`src/rtl/step_controller.sv`:
```
// Run/single-step debug controller: synchronizes and debounces the raw change/step
// inputs and owns the run/step mode that drives the pipeline clock enable.
module step_controller #(
  parameter int unsigned SYNC_STAGES     = 2,
  parameter int unsigned DEBOUNCE_CYCLES = 2,
  parameter int unsigned CNT_W           = 16
) (
  input  logic             clock,
  input  logic             reset,
  input  logic             change,
  input  logic             step,
  input  logic             brk,
  output logic             cpu_en,
  output logic             run_mode,
  output logic [CNT_W-1:0] step_count
);

  localparam int unsigned DB_W = $clog2(DEBOUNCE_CYCLES + 1);
  localparam int unsigned N_IN = 2;

  typedef enum logic [1:0] {
    RUN        = 2'd0,
    STEP_IDLE  = 2'd1,
    STEP_PULSE = 2'd2
  } state_t;

  state_t                 state;
  logic [N_IN-1:0]        raw;
  logic [N_IN-1:0]        sync_lvl;
  logic [N_IN-1:0]        filt;
  logic [N_IN-1:0]        filt_d;
  logic [N_IN-1:0]        rise;
  logic [SYNC_STAGES-1:0] sync_chain [N_IN];
  logic [DB_W-1:0]        db_cnt     [N_IN];
  logic                   rise_change;
  logic                   rise_step;

  // Channel 0 is change, channel 1 is step.
  assign raw = {step, change};

  always_comb begin
    sync_lvl = '0;
    for (int i = 0; i < N_IN; i++) begin
      sync_lvl[i] = sync_chain[i][SYNC_STAGES-1];
    end
  end

  assign rise        = filt & ~filt_d;
  assign rise_change = rise[0];
  assign rise_step   = rise[1];

  // Synchronizer chain and debounce filter; a mismatch must persist DEBOUNCE_CYCLES cycles.
  always_ff @(posedge clock) begin
    if (reset) begin
      for (int i = 0; i < N_IN; i++) begin
        sync_chain[i] <= '0;
        db_cnt[i]     <= '0;
      end
      filt   <= '0;
      filt_d <= '0;
    end else begin
      for (int i = 0; i < N_IN; i++) begin
        sync_chain[i] <= {sync_chain[i][SYNC_STAGES-2:0], raw[i]};
        if (sync_lvl[i] == filt[i]) begin
          db_cnt[i] <= '0;
        end else if (db_cnt[i] == DB_W'(DEBOUNCE_CYCLES - 1)) begin
          filt[i]   <= sync_lvl[i];
          db_cnt[i] <= '0;
        end else begin
          db_cnt[i] <= db_cnt[i] + DB_W'(1);
        end
      end
      filt_d <= filt;
    end
  end

  // Mode FSM; outputs are registered alongside the state they decode.
  always_ff @(posedge clock) begin
    if (reset) begin
      state      <= RUN;
      cpu_en     <= 1'b1;
      run_mode   <= 1'b1;
      step_count <= '0;
    end else begin
      case (state)
        RUN: begin
          if (brk || rise_change) begin
            state    <= STEP_IDLE;
            cpu_en   <= 1'b0;
            run_mode <= 1'b0;
          end
        end
        STEP_IDLE: begin
          if (rise_change) begin
            state    <= RUN;
            cpu_en   <= 1'b1;
            run_mode <= 1'b1;
          end else if (rise_step) begin
            state    <= STEP_PULSE;
            cpu_en   <= 1'b1;
            run_mode <= 1'b0;
          end
        end
        STEP_PULSE: begin
          step_count <= step_count + CNT_W'(1);
          if (rise_change) begin
            state    <= RUN;
            cpu_en   <= 1'b1;
            run_mode <= 1'b1;
          end else begin
            state    <= STEP_IDLE;
            cpu_en   <= 1'b0;
            run_mode <= 1'b0;
          end
        end
        default: begin
          state    <= RUN;
          cpu_en   <= 1'b1;
          run_mode <= 1'b1;
        end
      endcase
    end
  end

endmodule

```
`config.mk`:
```
export PLATFORM = sky130hd
export DESIGN_NAME = step_controller
export DESIGN_NICKNAME = d
export VERILOG_FILES = /design/src/rtl/step_controller.sv
export SDC_FILE = /design/constraint.sdc
export NUM_CORES = 1
export LEC_CHECK = 0
export ABC_AREA = 1
export BUFFER_PORTS_ARGS = -buffer_cell sky130_fd_sc_hd__clkbuf_2
export CAP_MARGIN = 20
export CORE_ASPECT_RATIO = 1.75
export CORE_UTILIZATION = 50
export DETAILED_ROUTE_END_ITERATION = 12
export PLACE_DENSITY = 0.79
export SLEW_MARGIN = 15
export SYNTH_ARGS = -nofsm -noshare
export SYNTH_HDL_FRONTEND = slang
export SYNTH_SLANG_ARGS = --single-unit
```
`constraint.sdc`:
```
create_clock -name clock -period 3.51 [get_ports clock]
set_clock_uncertainty 0.05 [all_clocks]
set_input_delay 0.351 -clock clock [delete_from_list [all_inputs] [get_ports clock]]
set_output_delay 0.351 -clock clock [all_outputs]
set_load 0.02 [all_outputs]
```
==> impl_metrics.yaml, run 1 <==
floorplan:
  initial_utilization_pct: 54.0
  design.portCount: 23
  floorplan.die_area_um2: 3210
  die_width_um: 43.2
  core_um2: 2750
  chipHeight_um: 74.2
  rows: 25
yosys:
  synthCells: 197
  dominant_cells_by_area_after_synthesis: "sky130_fd_sc_hd__dfxtp_1, sky130_fd_sc_hd__nand2_1, sky130_fd_sc_hd__edfxtp_1"
  post-synth-top-count-cell: "sky130_fd_sc_hd__nand2_1"
  yosys.area.top_type: "sky130_fd_sc_hd__dfxtp_1"
  fraction_of_registers_with_async_set_or_reset_after_synthesis_pct: 0
  ys.warnings.count: 0
  synth_edf_count: 4
  synth_seq_cells: 32
  ys_types: 22
  seq_area_frac_synth_pct: 45.8
  synthesis.area_per_instance_um2: 7.55
  yosysTopAreaCellShare_pct: 37.7
  main_synth_ff_type: "sky130_fd_sc_hd__dfxtp_1"
  cell_area_synth_um2: 1490
  synthTopCellsByCount: "sky130_fd_sc_hd__nand2_1, sky130_fd_sc_hd__inv_1, sky130_fd_sc_hd__nor2_1, sky130_fd_sc_hd__dfxtp_1, sky130_fd_sc_hd__a21oi_1"
drt:
  vias: 1272
  dr.first_iter.drc_count: 18
  detail_route.wirelength_um: 2770
  route.detailed.wl_per_inst_um: 10.9
  detail_route.vias_per_cell: 5.03
  drtAntennaViolNets: 0
  drt_first_pass_iters: 4
  drt_drc_violations_left: 0
cells_and_area:
  syn2layout_area_growth_pct: 15.6
  final_cell_count_no_fill: 253
  n_antenna_cell: 0
  nNetsFinal: 237
  layout-drive-gt1-share_pct: 15.9
  post-route-util_pct: 62.5
hold_path:
  hold_path_class: "in2reg"
  min_delay_path_depth: 3
  worstHoldStart: "step"
  hold-path-endpoint: "sync_chain[0][2]"
setup_path:
  critical_path.max_stage_delay_ps: 330
  regToRegEndpoint: "step_count[5]"
  crit_fanout: 10
  worst_ep_required_time_ps: 3650
  ff2ff_path_depth: 7
  crit-reg2reg-launch: "state[0]"
  crit_path_cell_trace: "inv_1 > ha_1 > inv_1 > nor2_1 > nand2_1 > o21ai_0 > a21oi_1"
  cp_slowest_cell: "sky130_fd_sc_hd__dfxtp_1"
  reg2reg_setup_slack_ps: 1900
  crit_type: "reg2reg"
  worstPathArrival_ps: 1750
  path_common_cell: "sky130_fd_sc_hd__inv_1"
  crit_path_start_kind: "flop"
  endpoint_kind: "flop"
power:
  powerDensity_nw_per_um2: 566
  leakagePower_nw: 0.779
  vdd_ir_drop_max_v: 0.000454
clock_tree:
  cts_setup_buffers: 0
  cts_resized: 0
  cts_max_level: 2
  hold_buffers: 0
  tritoncts.num_buffers: 5
  cts_tree: "built"
  clk_path_buf_depth: 2
  clk_pin_slew_ps: 70
  clkLatencyLatePin_ps: 290
  clockRootBuffer: "sky130_fd_sc_hd__clkbuf_8"
  cts.sink_count: 32
sta:
  timing.final.setup_violations: 0
  timing.final.max_slew_violations: 0
  report.final.hold_viol_count: 0
  layout_setup_ws_ps: 1900
  final.period_utilization_pct: 46.0
  worst_hold_slack_ps: 203
  final.min_clock_period_ps: 1610
  fmax_mhz: 620
  finalSetupTns_ps: 0
  rsz0062_at_grt: "false"
global_routing:
  grt_max_degree: 17
  first_pass_grt_wire_length_um: 4660
  antenna_found_initial: 0
  grt_usage_pct: 20.2
  first_global_vias: 1145
  overflow: 0
place:
  dp_worst_setup_slack_ps: 1890
  post-place-cells: 245
  place.port_buffers: 22
  place.gp.congestion: 0.817
  detailed_place_hpwl_um: 2100
run:
  max-cap-violations: 0
outcome:
  outcome: "complete, no violations"
==> cells in the final DEF (no fill, tap or decap) <==
cell,n
sky130_fd_sc_hd__a21oi_1,15
sky130_fd_sc_hd__clkbuf_1,1
sky130_fd_sc_hd__clkbuf_2,22
sky130_fd_sc_hd__clkbuf_8,7
sky130_fd_sc_hd__conb_1,4
sky130_fd_sc_hd__dfxtp_1,28
sky130_fd_sc_hd__edfxtp_1,4
sky130_fd_sc_hd__ha_1,7
sky130_fd_sc_hd__inv_1,30
sky130_fd_sc_hd__nand2_1,36
sky130_fd_sc_hd__nand2_2,2
sky130_fd_sc_hd__nand3_1,12
sky130_fd_sc_hd__nand4_1,4
sky130_fd_sc_hd__nor2_1,30
sky130_fd_sc_hd__nor2_2,3
sky130_fd_sc_hd__nor2_4,2
sky130_fd_sc_hd__nor3_1,2
sky130_fd_sc_hd__nor3b_1,2
sky130_fd_sc_hd__o211ai_1,3
sky130_fd_sc_hd__o21a_1,1
sky130_fd_sc_hd__o21ai_0,9
sky130_fd_sc_hd__xor2_1,2
==> through the flow <==
step / area (µm²) / power [mW]
floorplan: 1500 / 0.616
global placement: 1620 / 0.663
detailed placement: 1620 / 0.671
CTS: 1720 / 0.982
global route: 1720 / 1.04
finish: 1720 / 0.973
==> sequential cells by signal, summed over array words and instances (netlist names) <==
signal / count
filt_d: 2
run_mode: 1
filt: 2
sync_chain: 4
cpu_en: 1
db_cnt: 4
step_count: 16
state: 2
==> power by group <==
part | switching (mW) | internal (mW)
Combinational | 0.145 | 0.0784
Sequential | 0.0323 | 0.407
Clock | 0.131 | 0.179
==> metal layers <==
| metal | vias to the layer above | share of wire (%) | global-route usage, % |
|---|---|---|---|
| met3 | 5 | 3.3 | 6.55 |
| met2 | 20 | 55 | 36.8 |
| li1 | 679 | - | - |
| met4 | 0 | 2.9 | 13.1 |
| met1 | 568 | 39 | 18.6 |
| met5 | - | 0 | 0 |
==> layout make-up <==
| cell class | count | area (µm²) |
|---|---|---|
| inverter | 30 | 113 |
| clock buffer | 8 | 100 |
| tap | 27 | 33.8 |
| fill | 267 | 1030 |
| sequential | 32 | 681 |
| timing repair buffer | 22 | 110 |
| multi-input combinational | 134 | 682 |
==> worst max-delay path, delay by kind of cell (launching register included) <==
family / cells / cell delay (ps)
AOI/OAI and AO/OA: 2 / 200
adders and majority gates: 1 / 330
buffers and inverters: 2 / 220
DFF: 1 / 330
and+or+nand+nor: 2 / 380
==> how the worst max path moves through the flow <==
stage | start | end | slack (ps) | cells past startpoint
2_1_floorplan | step_count[0] | step_count[10] | 2060 | 6
3_3_place_gp | state[0] | step_count[5] | 1950 | 7
3_5_place_dp | state[0] | step_count[5] | 1890 | 7
4_1_cts | state[0] | step_count[5] | 1890 | 7
5_1_grt | state[0] | step_count[5] | 1720 | 7
6_report | state[0] | step_count[5] | 1900 | 7
==> cell families after synthesis <==
logic type	count (synthesis)	share of synthesized area [%]
and+or+nand+nor	93	27.7
other	1	0.252
buffers and inverters	34	9.17
DFF	32	45.8
adders and majority gates	7	5.89
AOI/OAI and AO/OA	28	10.1
xor gates and xnor gates	2	1.18
No activity file was read; power rests on OpenSTA's default activity.
==> run 2: changes to the inputs <==
Settings changed: PLACE_DENSITY 0.79 to 0.81.
Clock period 3.51 ns to 1.33 ns, I/O delays scaled along.
==> run 2 against run 1 <==
Compared with the run above: routed wire length is 13% higher; design area is 13% higher; cell count is 7.9% higher; sequential cell count stayed put; total power grew to 2.8 times the previous value; register-to-register slack worse by 1900 ps; die area stayed put; via count is 7.9% higher; largest power group unchanged; highest routed layer unchanged.
==> impl_metrics.yaml, run 2 (synthesis results as in run 1) <==
clock_tree:
  clk_pin_slew_ps: 60
  clkLatencyLatePin_ps: 280
  tritoncts.num_buffers: 5
  cts_tree: "built"
  cts_max_level: 2
  cts.sink_count: 32
  clockRootBuffer: "sky130_fd_sc_hd__clkbuf_8"
  clk_path_buf_depth: 2
place:
  place.gp.congestion: 0.787
  detailed_place_hpwl_um: 2270
  post-place-cells: 260
  detailed_place.area_um2: 1760
  place.port_buffers: 22
setup_path:
  crit_start: "state[0]"
  worst_ep_required_time_ps: 1460
  ff2ff_path_depth: 9
  crit_type: "reg2reg"
  crit_fanout: 6
  crit-reg2reg-launch: "state[0]"
  crit_path_start_kind: "flop"
  worstPathArrival_ps: 1440
  endpoint_kind: "flop"
floorplan:
  core_um2: 2750
  floorplan.die_area_um2: 3210
  design.portCount: 23
  initial_utilization_pct: 54.0
  rows: 25
  die_width_um: 43.2
  chipHeight_um: 74.2
cells_and_area:
  fillCellCount: 234
  largestRegisters: "step_count (16), db_cnt (4), sync_chain (4)"
  largest_register_ffs: 16
  most-common-layout-cells: "sky130_fd_sc_hd__nand2_1, sky130_fd_sc_hd__nor2_1, sky130_fd_sc_hd__inv_1, sky130_fd_sc_hd__dfxtp_1, sky130_fd_sc_hd__clkbuf_2"
  layout.cells.most_common: "sky130_fd_sc_hd__nand2_1"
  n_antenna_cell: 0
  syn2layout_area_growth_pct: 31.0
  layout-drive-gt1-share_pct: 28.5
  nNetsFinal: 257
  largest_register_by_flop_count: "step_count"
  finalInstanceArea_um2: 1950
  final_cell_count_no_fill: 273
power:
  switching_share_pct: 33.1
  vdd_ir_drop_max_v: 0.00109
  leakagePower_nw: 0.890
  netSwitchingPower_mw: 0.899
  pwr-share-clk_pct: 25.7
  p_seq_share_pct: 43.2
  power_report.internal_total_mw: 1.82
  powerDensity_nw_per_um2: 1400
  p_comb_share_pct: 31.1
sta:
  timing.final.max_slew_violations: 0
  report.final.hold_viol_count: 0
  final.period_utilization_pct: 98.4
  finalSetupTns_ps: 0
  rsz0062_at_grt: "true"
  fmax_mhz: 764
  final.min_clock_period_ps: 1310
  worst_hold_slack_ps: 68.4
  timing.final.setup_violations: 0
run:
  max-cap-violations: 0
drt:
  detail_route.vias_per_cell: 5.03
  route.detailed.wl_per_inst_um: 11.4
  dr.first_iter.drc_count: 17
  drtAntennaViolNets: 0
  drt_first_pass_iters: 4
  vias: 1372
  detail_route.wirelength_um: 3120
  drt_drc_violations_left: 0
hold_path:
  hold_path_class: "in2reg"
  worstHoldStart: "reset"
  min_delay_path_depth: 2
global_routing:
  overflow: 0
  first_pass_grt_wire_length_um: 5130
  grt_max_degree: 11
  grt_usage_pct: 21.4
  antenna_found_initial: 0
  first_global_vias: 1309
outcome:
  outcome: "complete, no violations"
-- run 2: cell count changes in the layout (fill, tap and decap cells not counted), sizes merged --
cell,before,now
buf,0,18
clkbuf,30,27
clkinv,0,3
dlygate4sd3,0,2
-- run 2: timing repair --
item	in CTS	in global routing
gates cloned	0	0
endpoints found under the hold margin	2	0
setup endpoints to repair	2	14
pin swaps	1	6
gates resized for setup	2	15
setup buffers	0	3
hold buffers	2	0
-- run 2: layout make-up --
class | instances | area, µm² | area share, %
clock buffer | 5 | 68.8 | 3.53
clock inverter | 3 | 13.8 | 0.706
inverter | 30 | 113 | 5.78
multi-input combinational | 134 | 764 | 39.2
sequential | 32 | 689 | 35.4
tap | 27 | 33.8 | 1.73
timing repair buffer | 42 | 265 | 13.6
-- run 2: power by group through the flow --
stage | registers [mW] | clock network, mW | logic (mW)
after CTS | 1.16 | 0.718 | 0.745
after global placement | 1.17 | 0 | 0.722
after global routing | 1.19 | 0.752 | 0.967
after detailed placement | 1.18 | 0 | 0.733
after floorplan | 1.24 | 0 | 0.429
final | 1.18 | 0.700 | 0.845
-- run 2: stage by stage --
| stage | setup slack, ps | power [mW] | util [%] |
|---|---|---|---|
| 2_1_floorplan | -17.4 | 1.67 | - |
| 3_3_place_gp | 2.32 | 1.90 | 64.1 |
| 3_5_place_dp | -19.0 | 1.91 | 64.1 |
| 4_1_cts | 4.59 | 2.62 | 67.9 |
| 5_1_grt | -95.5 | 2.90 | 70.8 |
| 6_report | 21.1 | 2.72 | 70.8 |
-- run 2: final timing paths --
path | slack [ps] | endpoint
max reg2reg | 20 | step_count[13]
min reg2reg | 360 | sync_chain[0][1]
max | 20 | step_count[13]
min | 70 | sync_chain[0][3]
-- run 2: worst max-delay path, stage by stage (launching register included) --
cell and delay, ps:
sky130_fd_sc_hd__dfxtp_2 330, sky130_fd_sc_hd__inv_2 80, sky130_fd_sc_hd__ha_4 160, sky130_fd_sc_hd__nand2_4 60, sky130_fd_sc_hd__nor2_4 90, sky130_fd_sc_hd__nand2_2 70, sky130_fd_sc_hd__nor2_4 180, sky130_fd_sc_hd__nand3_2 70
sky130_fd_sc_hd__nand2_1 60, sky130_fd_sc_hd__nor2_1 40
-- run 2: metal layers --
metal	part of all wire, %	vias up	global-route usage, %
met4	3.5	0	13.1
met1	37	618	19.1
met2	55	31	40.6
li1	-	710	-
met3	3.7	13	6.07
met5	0	-	0
